$ cat src/rtl/timer_pkg.sv
// Shared definitions for the countdown timer: controller state encoding and
// the packed hr:min:sec:ms preset layout used by the datapath.
package timer_pkg;

    typedef enum logic [1:0] {
        IDLE    = 2'b00,
        RUNNING = 2'b01,
        PAUSED  = 2'b10,
        EXPIRED = 2'b11
    } timer_state_t;

    localparam int HR_MAX  = 23;
    localparam int MIN_MAX = 59;
    localparam int SEC_MAX = 59;
    localparam int MS_MAX  = 999;

    localparam int HR_W     = 5;
    localparam int MIN_W    = 6;
    localparam int SEC_W    = 6;
    localparam int MS_W     = 10;
    localparam int PRESET_W = HR_W + MIN_W + SEC_W + MS_W;

    function automatic logic [PRESET_W-1:0] preset_value();
        return {HR_W'(HR_MAX), MIN_W'(MIN_MAX), SEC_W'(SEC_MAX), MS_W'(MS_MAX)};
    endfunction

endpackage

$ cat src/rtl/btn_debounce.sv
// Button conditioner: 2-FF synchronizer, stable-level counter and a one-cycle
// pulse on each accepted press (releases are accepted silently).
module btn_debounce #(
    parameter int DEBOUNCE_CYCLES = 1000000
) (
    input  logic clk,
    input  logic reset,
    input  logic raw,
    output logic rise
);

    localparam int CW = (DEBOUNCE_CYCLES > 1) ? $clog2(DEBOUNCE_CYCLES) : 1;
    localparam logic [CW-1:0] CNT_LAST = CW'(DEBOUNCE_CYCLES - 1);

    logic          sync1, sync2;
    logic [CW-1:0] cnt;
    logic          level, level_d;

    always_ff @(posedge clk or posedge reset) begin
        if (reset) begin
            sync1   <= 1'b0;
            sync2   <= 1'b0;
            cnt     <= '0;
            level   <= 1'b0;
            level_d <= 1'b0;
            rise    <= 1'b0;
        end else begin
            sync1   <= raw;
            sync2   <= sync1;
            level_d <= level;
            rise    <= level & ~level_d;
            // Any sample matching the accepted level restarts the stability window.
            if (sync2 == level) begin
                cnt <= '0;
            end else if (cnt == CNT_LAST) begin
                level <= sync2;
                cnt   <= '0;
            end else begin
                cnt <= cnt + 1'b1;
            end
        end
    end

endmodule

$ cat src/rtl/timer_ctrl.sv
// Countdown timer controller: button conditioning, 1 ms tick, preset loads,
// expiry detection and timed alarm. Lap/hold support built with TIMER_CTRL_LAP_EN.
module timer_ctrl
    import timer_pkg::*;
#(
    parameter int CLK_HZ          = 100000000,
    parameter int TICK_HZ         = 1000,
    parameter int DEBOUNCE_CYCLES = 1000000,
    parameter int ALARM_MS        = 2000
) (
    input  logic       clk,
    input  logic       reset,
    input  logic       btn_start_stop,
    input  logic       btn_clear,
    input  logic       btn_lap,
    input  logic       at_zero,
    output logic       load,
    output logic       dec_en,
    output logic       running,
    output logic       alarm,
    output logic [1:0] state,
    output logic       hold
);

    localparam int DIV = CLK_HZ / TICK_HZ;
    localparam int PW  = (DIV > 1) ? $clog2(DIV) : 1;
    localparam logic [PW-1:0] PRE_LAST = PW'(DIV - 1);
    localparam int AW  = (ALARM_MS > 1) ? $clog2(ALARM_MS) : 1;
    localparam logic [AW-1:0] ALARM_LAST = AW'(ALARM_MS - 1);
    localparam logic ALARM_ON = (ALARM_MS != 0);

    timer_state_t  st, nxt;
    logic          ss_p, clr_p;
    logic [PW-1:0] presc;
    logic          presc_en, wrap, tick;
    logic [AW-1:0] acnt;
    logic          por_done;
    logic          enter_expired;

    btn_debounce #(.DEBOUNCE_CYCLES(DEBOUNCE_CYCLES)) u_db_ss (
        .clk(clk), .reset(reset), .raw(btn_start_stop), .rise(ss_p)
    );

    btn_debounce #(.DEBOUNCE_CYCLES(DEBOUNCE_CYCLES)) u_db_clr (
        .clk(clk), .reset(reset), .raw(btn_clear), .rise(clr_p)
    );

    always_ff @(posedge clk or posedge reset) begin
        if (reset) st <= IDLE;
        else       st <= nxt;
    end

    always_comb begin
        nxt = st;
        if (clr_p) begin
            nxt = IDLE;
        end else begin
            case (st)
                IDLE:    if (ss_p) nxt = at_zero ? EXPIRED : RUNNING;
                RUNNING: if (at_zero) nxt = EXPIRED;
                         else if (ss_p) nxt = PAUSED;
                PAUSED:  if (ss_p) nxt = RUNNING;
                default: nxt = st;
            endcase
        end
    end

    assign enter_expired = (nxt == EXPIRED) && (st != EXPIRED);

    // Prescaler restarts from 0 on every entry to a counting state, so the
    // first tick lands a full DIV cycles later.
    assign presc_en = ((st == RUNNING) && (nxt == RUNNING)) ||
                      ((st == EXPIRED) && (nxt == EXPIRED) && alarm);
    assign wrap     = presc_en && (presc == PRE_LAST);

    always_ff @(posedge clk or posedge reset) begin
        if (reset) begin
            presc <= '0;
            tick  <= 1'b0;
        end else begin
            tick <= wrap;
            if (!presc_en || wrap) presc <= '0;
            else                   presc <= presc + 1'b1;
        end
    end

    assign dec_en = tick && (st == RUNNING) && !at_zero;
    assign state  = st;

    always_ff @(posedge clk or posedge reset) begin
        if (reset) begin
            por_done <= 1'b0;
            load     <= 1'b0;
            running  <= 1'b0;
            alarm    <= 1'b0;
            acnt     <= '0;
        end else begin
            por_done <= 1'b1;
            load     <= !por_done || clr_p;
            running  <= (nxt == RUNNING);
            if (clr_p) begin
                alarm <= 1'b0;
                acnt  <= '0;
            end else if (enter_expired) begin
                alarm <= ALARM_ON;
                acnt  <= '0;
            end else if (alarm && wrap) begin
                if (acnt == ALARM_LAST) begin
                    alarm <= 1'b0;
                    acnt  <= '0;
                end else begin
                    acnt <= acnt + 1'b1;
                end
            end
        end
    end

`ifdef TIMER_CTRL_LAP_EN
    logic lap_p;

    btn_debounce #(.DEBOUNCE_CYCLES(DEBOUNCE_CYCLES)) u_db_lap (
        .clk(clk), .reset(reset), .raw(btn_lap), .rise(lap_p)
    );

    always_ff @(posedge clk or posedge reset) begin
        if (reset)                                       hold <= 1'b0;
        else if (clr_p || enter_expired)                 hold <= 1'b0;
        else if (lap_p && (st == RUNNING || st == PAUSED)) hold <= ~hold;
    end
`else
    logic unused_lap;
    assign unused_lap = btn_lap;
    assign hold       = 1'b0;
`endif

endmodule

$ cat config.mk
export PLATFORM = sky130hd
export DESIGN_NAME = timer_ctrl
export DESIGN_NICKNAME = d
export VERILOG_FILES = /design/src/rtl/timer_pkg.sv /design/src/rtl/btn_debounce.sv /design/src/rtl/timer_ctrl.sv
export SDC_FILE = /design/constraint.sdc
export NUM_CORES = 1
export LEC_CHECK = 0
export CAP_MARGIN = 20
export CORE_MARGIN = 1
export CORE_UTILIZATION = 57
export CTS_BUF_LIST = sky130_fd_sc_hd__clkbuf_8
export DETAILED_ROUTE_END_ITERATION = 6
export GPL_TIMING_DRIVEN = 0
export MAX_ROUTING_LAYER = met4
export PLACE_DENSITY = 0.78
export REMOVE_ABC_BUFFERS = 1
export SETUP_SLACK_MARGIN = 0.2
export SLEW_MARGIN = 30
export SYNTH_ARGS = -nofsm -noshare
export SYNTH_HDL_FRONTEND = slang
export SYNTH_SLANG_ARGS = --single-unit
$ cat constraint.sdc
create_clock -name clk -period 2.8 [get_ports clk]
set_clock_uncertainty 0.2 [all_clocks]
set_input_delay 0.56 -clock clk [delete_from_list [all_inputs] [get_ports clk]]
set_output_delay 0.56 -clock clk [all_outputs]
set_load 0.02 [all_outputs]
Word level (Yosys, flattened, before mapping)
Index checks and enable logic that the tools add are counted.

word-level totals
  register bits after elaboration = 85
  bits in latches = 0
  bits in writable memories = 0
  memory bits (read-only) = 0
  input bits = 6
  output and inout bits = 7
  word-level logic and storage cells = 82
  memories kept = 0

operators by class
  $add $sub $neg = 4
  multiply operators = 0
  div/mod/pow operators = 0
  order comparisons = 0
  equal/unequal tests = 12
  shift operators = 0
  muxes and demuxes = 20
  bitwise logic cells = 6
  reduce and logical (&&, ||, !) cells = 20

operators with widths
  operator                 number
  $mux W20                 4
  $mux W11                 4
  $add A20 B1 Y20 const B  2
  $eq A20 B20 Y1 const B   2
  $add A17 B1 Y17 const B  1
  $eq A17 B17 Y1 const B   1
  $mux W17                 1
  $mux W2                  6
  $add A11 B1 Y11 const B  1
  $eq A11 B11 Y1 const B   1
  $logic_and A1 B1 Y1      8
  $eq A2 B2 Y1 const B     3
  $pmux W2 S3              1
  $reduce_and A2 Y1        3
  $reduce_bool A3 Y1       2
  $eq A2 B1 Y1 const B     2
  $mux W1                  4
  $not A1 Y1               4
  $logic_not A1 Y1         3
  $logic_or A1 B1 Y1       3
  $and A1 B1 Y1            2
  $eq A1 B1 Y1             2
  $logic_not A2 Y1         1
  $ne A2 B2 Y1 const B     1

Depth between registers and ports, before layout
  word-level depth = 13
  gate-level depth with buffers = 7
  gate-level depth less buffers = 6

By module
From an unflattened synthesis, not the netlist that was laid out.

unflattened totals
  cells, all modules = 417
  area total of the unflattened synthesis = 4388.0 um2

by module, submodules not included
  module        instances  cells an instance  area each (um2)  seq. area each (um2)
  btn_debounce  2          111                1206.2           625.6
  timer_ctrl    1          195                1975.6           875.8

Worst setup path after synthesis
No wires, ideal clock.

  kind = flip-flop to flip-flop
  start = reg presc[0]
  end = reg acnt[4]
  library setup time = 79 ps
  data arrival time = 1981 ps
  required time = 2521 ps
  path slack = 539 ps
  stages on the path, launching flop included = 8
  buffers on the path = 1
  period minus slack after synthesis = 2261 ps
  path through = dfrtp_1 -> ha_1 -> and4_4 -> nand2_1 -> or3_1 -> clkbuf_2 -> or4_1 -> a21oi_1

on the way
  cells in the longest elaborated chain, start to end = 4

RTL lines
  what                                 RTL line           RTL
  from (decl)                          timer_ctrl.sv:34   logic [PW-1:0] presc;
  from (signal assigned)               timer_ctrl.sv:83   else presc <= presc + 1'b1;
  $eq A17 B17 Y1                       timer_ctrl.sv:74   assign wrap = presc_en && (presc == PRE_LAST);
  $logic_and A1 B1 Y1                  timer_ctrl.sv:74
  $logic_and A1 B1 Y1                  timer_ctrl.sv:107  end else if (alarm && wrap) begin
  $reduce_bool A3 Y1 (no source line)  --
  to (signal assigned)                 timer_ctrl.sv:112  acnt <= acnt + 1'b1;
  to (decl)                            timer_ctrl.sv:36   logic [AW-1:0] acnt;

No other way between the ends.
A chain may end at the register's enable or synchronous reset.

Worst setup path in the final report
  start = in at_zero
  end = out dec_en

on the way
  cells in the longest elaborated chain, start to end = 2

RTL lines
  what                 RTL line          RTL
  from (decl)          timer_ctrl.sv:16  input logic at_zero,
  $logic_not A1 Y1     timer_ctrl.sv:87  assign dec_en = tick && (st == RUNNING) && !at_zero;
  $logic_and A1 B1 Y1  timer_ctrl.sv:87
  to (decl)            timer_ctrl.sv:18  output logic dec_en,

No other way between the ends.

==> impl_summary.md <==
CTS
The number of buffers on the longest clock path is 2. After clock tree synthesis, the clock-pin slew on the worst setup and hold paths is 80 ps. The cell at the root of the clock tree is sky130_fd_sc_hd__clkbuf_8. The source-to-sink clock delay at the later pin of the worst-skew pair is 350 ps.

The clock tree synthesis step divided the H-tree into 3 levels. Counting the buffers created by CTS gives 9. Counting every sink on the clock net gives 85. The number of hold buffers added after CTS was 0. The CTS tree is yes.

Final layout
At the end of the flow, the number of nets in the layout was 430. For this run, the share of the core covered by cells in the final layout is 65.6%. From synthesis to final layout, the design area changed by 10.5%.

In the final layout, the share of cells above drive strength 1 is under 10%. The total inserted antenna cells is 0. The filler cell count is 571.

Drt
Once detail routing completed, the nets flagged for antenna violations numbered 0. For this block, the initial DRC count from the detailed router was 129. The total number of vias is just under 3000. Dividing the detail-routed wire length by the instance count gives 13.6 um.

Using the TritonRoute via totals, the vias-per-cell ratio works out to around 5.6. In the routed design, unresolved DRC markers number 0. The wire length after detailed routing is 7.06 mm. The number of optimization iterations in the first detailed-route pass is 4.

Power and ir drop
The total leakage power is 1.95 nW. The total power divided by cell area is around 520 mW/mm^2. Total power for the finished layout comes to 2.32 mW. The largest vdd supply drop is 0.421 mV.

Die
The die height is approximately 86 um. The die area is 0.00746 mm^2. The initial utilization of the core area, before any placement, comes to 59.4%. The floorplan has 30 rows. From left edge to right edge, the die measures about 86 um. The total core area is approximately 0.0068 mm^2.

In this run the count of I/O pins placed on the die edge is 13.

STA
Hold is met by 151 ps. Setup repair after global routing left no endpoint under its margin. In the post-route analysis, the smallest setup slack over all paths is 261 ps. The transition at the pin with the smallest max-transition slack is roughly 780 ps. The max-slew headroom at the worst pin is 47.8%. The highest clock frequency the design can meet is roughly 390 MHz. The max-slew violation count is 0. The total negative slack for setup checks is 0 ps. Setup violations remaining at the end of the flow were counted as 0.

The final number of hold-violating endpoints came to 0. The final period utilization is 90.7%. For the finished layout, the period the worst path requires is between 2000 and 3000 ps.

Placed design
Buffers placed on the I/O ports in this run total 10. Prior to clock tree synthesis, the placed netlist has a worst setup slack of -101 ps. The congestion estimate from routability-driven global placement came to roughly 0.83.

Detailed placement ended at an HPWL of between 4 and 5 mm.

Hold path
The path class of the tightest hold or removal check is reg -> reg.

Critical path
The critical path goes through clkdlybuf4s50_1 > nor3b_2 > and2_1 > clkdlybuf4s15_2. The kind of start point of the critical path is a primary input. At the worst endpoint, the required time is between 2000 and 2500 ps. In this run the worst path has a maximum fanout of 5.

For this run, the slowest stage of the critical path takes 520 ps. The signal arrival time at the worst endpoint is 1780 ps. By startpoint and endpoint, the worst setup path is classified as in -> out. On the critical path, the stage with the largest delay is an instance of sky130_fd_sc_hd__clkdlybuf4s50_1.

The endpoint kind of the worst setup timing path is an output pin.

Synth
The fraction of synthesized cell area taken by the top area cell type is 52.4%. The warning count from the yosys run is 0. The number of enable-type register cells in the synthesized netlist is 0.

Synthesis produced 409 cells. The most used flip-flop cell after synthesis is sky130_fd_sc_hd__dfrtp_1. The mean cell area of the mapped netlist is 9.92 um^2. The cell type with the highest aggregate area in the netlist is sky130_fd_sc_hd__dfrtp_1. The fraction of registers with async set/reset is between 90% and 100%. Of the synthesized area, sequential elements account for 52.4%. By instance count, the leading cell after synthesis is sky130_fd_sc_hd__dfrtp_1. Yosys attributes the largest share of cell area to sky130_fd_sc_hd__dfrtp_1 52%, sky130_fd_sc_hd__xor2_1 7.3%, sky130_fd_sc_hd__nor2_1 6.8%, sky130_fd_sc_hd__xnor2_1 3.9%, sky130_fd_sc_hd__nand3_1 3.6%. The number of distinct library cells after synthesis is 46.

The number of flip-flops and latches in the synthesized netlist is 85. The summed instance area of the synthesized netlist is 0.00406 mm^2. In the synthesized netlist, the cells that appear most often are 85 x sky130_fd_sc_hd__dfrtp_1, 73 x sky130_fd_sc_hd__nor2_1, 34 x sky130_fd_sc_hd__xor2_1, 29 x sky130_fd_sc_hd__nand3_1, 22 x sky130_fd_sc_hd__nand2_1.

GRT
The number of global-route vias before repair came to 2764. The initial antenna violation count is 0. The largest net degree at the start of global routing is 67. After global routing the overflow that remains totals 0. The first global-routing pass estimated approximately 13 mm of wire. The combined global-route utilization of all metal layers is between 20% and 30%.

Job
The number of max-capacitance violations reported is 0.

Run status
The run finished with clean final reports.
-- critical path: cells and delay by family --
| kind | cells | cell delay (ps) |
|---|---|---|
| buf+inv | 2 | 790 |
| simple gates | 2 | 420 |
-- area by class of cell --
| cell class | count | area (um^2) | share of cell area [%] |
|---|---|---|---|
| flip-flops and latches | 85 | 2130 | 47.5 |
| multi-input cells | 302 | 1850 | 41.4 |
| repair buffers | 12 | 136 | 3.04 |
| clock buffers | 9 | 124 | 2.76 |
| well taps | 96 | 120 | 2.68 |
| clock inverters | 5 | 77.6 | 1.73 |
| inverters | 10 | 42.5 | 0.949 |
-- final timing paths --
check                                            endpoint                     start  slack (ps)  cells past startpoint
min in group asynchronous       u_db_clr.cnt[4]$_DFF_PP0_                     reset         310                      2
worst max register to register        acnt[7]$_DFFE_PP0P_        presc[0]$_DFF_PP0_         410                      6
max in group asynchronous              por_done$_DFF_PP0_                     reset        1540                      3
worst max-delay path                               dec_en                   at_zero         260                      4
worst min register to register   u_db_clr.sync2$_DFF_PP0_  u_db_clr.sync1$_DFF_PP0_         150                      0
worst min-delay path             u_db_clr.sync2$_DFF_PP0_  u_db_clr.sync1$_DFF_PP0_         150                      0
-- per-layer routing --
layer	up-vias	global-route usage (%)	wire (um)
met4	0	6.21	93
met3	10	5.52	220
met2	51	34.5	3450
li1	1433	-	-
met1	1420	29.0	3300
met5	-	-	0
-- cells in the final DEF (no fill, tap or decap), drive strengths merged, types with 4 or more instances in the layout --
master         Yosys  layout
clkbuf            10       9
a21oi             13      13
or3                5       5
nand4             14      14
nor2              73      73
nand3             29      29
and3              14      14
dfrtp             85      85
xor2              34      34
o21ai             11      11
and4               7       7
nor4               7       7
or2                5       5
mux2               4       4
or4                4       4
nand2             22      22
xnor2             18      18
inv               10      10
nor3               8       8
ha                 4       4
nor2b              4       4
clkdlybuf4s50      0       9
-- per-stage QoR --
stage / std cells / area, um^2
2_1_floorplan: 397 / 4000
3_3_place_gp: 503 / 4220
3_5_place_dp: 505 / 4270
4_1_cts: 519 / 4470
5_1_grt: 519 / 4480
6_report: 519 / 4480
-- flip-flops by register name, indices dropped and copies added (netlist names) --
name	flops
u_db_clr.cnt	20
por_done	1
load	1
u_db_ss.level	1
u_db_ss.cnt	20
u_db_clr.level_d	1
u_db_ss.sync2	1
acnt	11
running	1
alarm	1
u_db_clr.sync1	1
u_db_clr.rise	1
state	2
u_db_clr.level	1
u_db_ss.sync1	1
u_db_ss.rise	1
presc	17
u_db_ss.level_d	1
tick	1
u_db_clr.sync2	1
-- timing repair --
action,CTS,global route
setup buffers,0,0
endpoints found under the setup margin,1,5
gates resized for setup,3,3
-- where the power goes --
part,internal [mW],switching [mW]
registers,1.26,0.0328
logic,0.0444,0.0738
clock network,0.489,0.415
total,1.79,0.522
-- kinds of logic (layout without fill, tap and decap cells) --
logic type	count (synthesis)	in the layout	synth area share [%]
xor+xnor	52	52	11.2
compound gates	31	31	4.23
fa+ha+maj	4	4	1.23
buf+inv	22	36	2.34
simple gates	209	209	27.2
flops	85	85	52.4
mux	4	4	1.11
other cells	2	2	0.185
(Power assumes the default switching activity.)
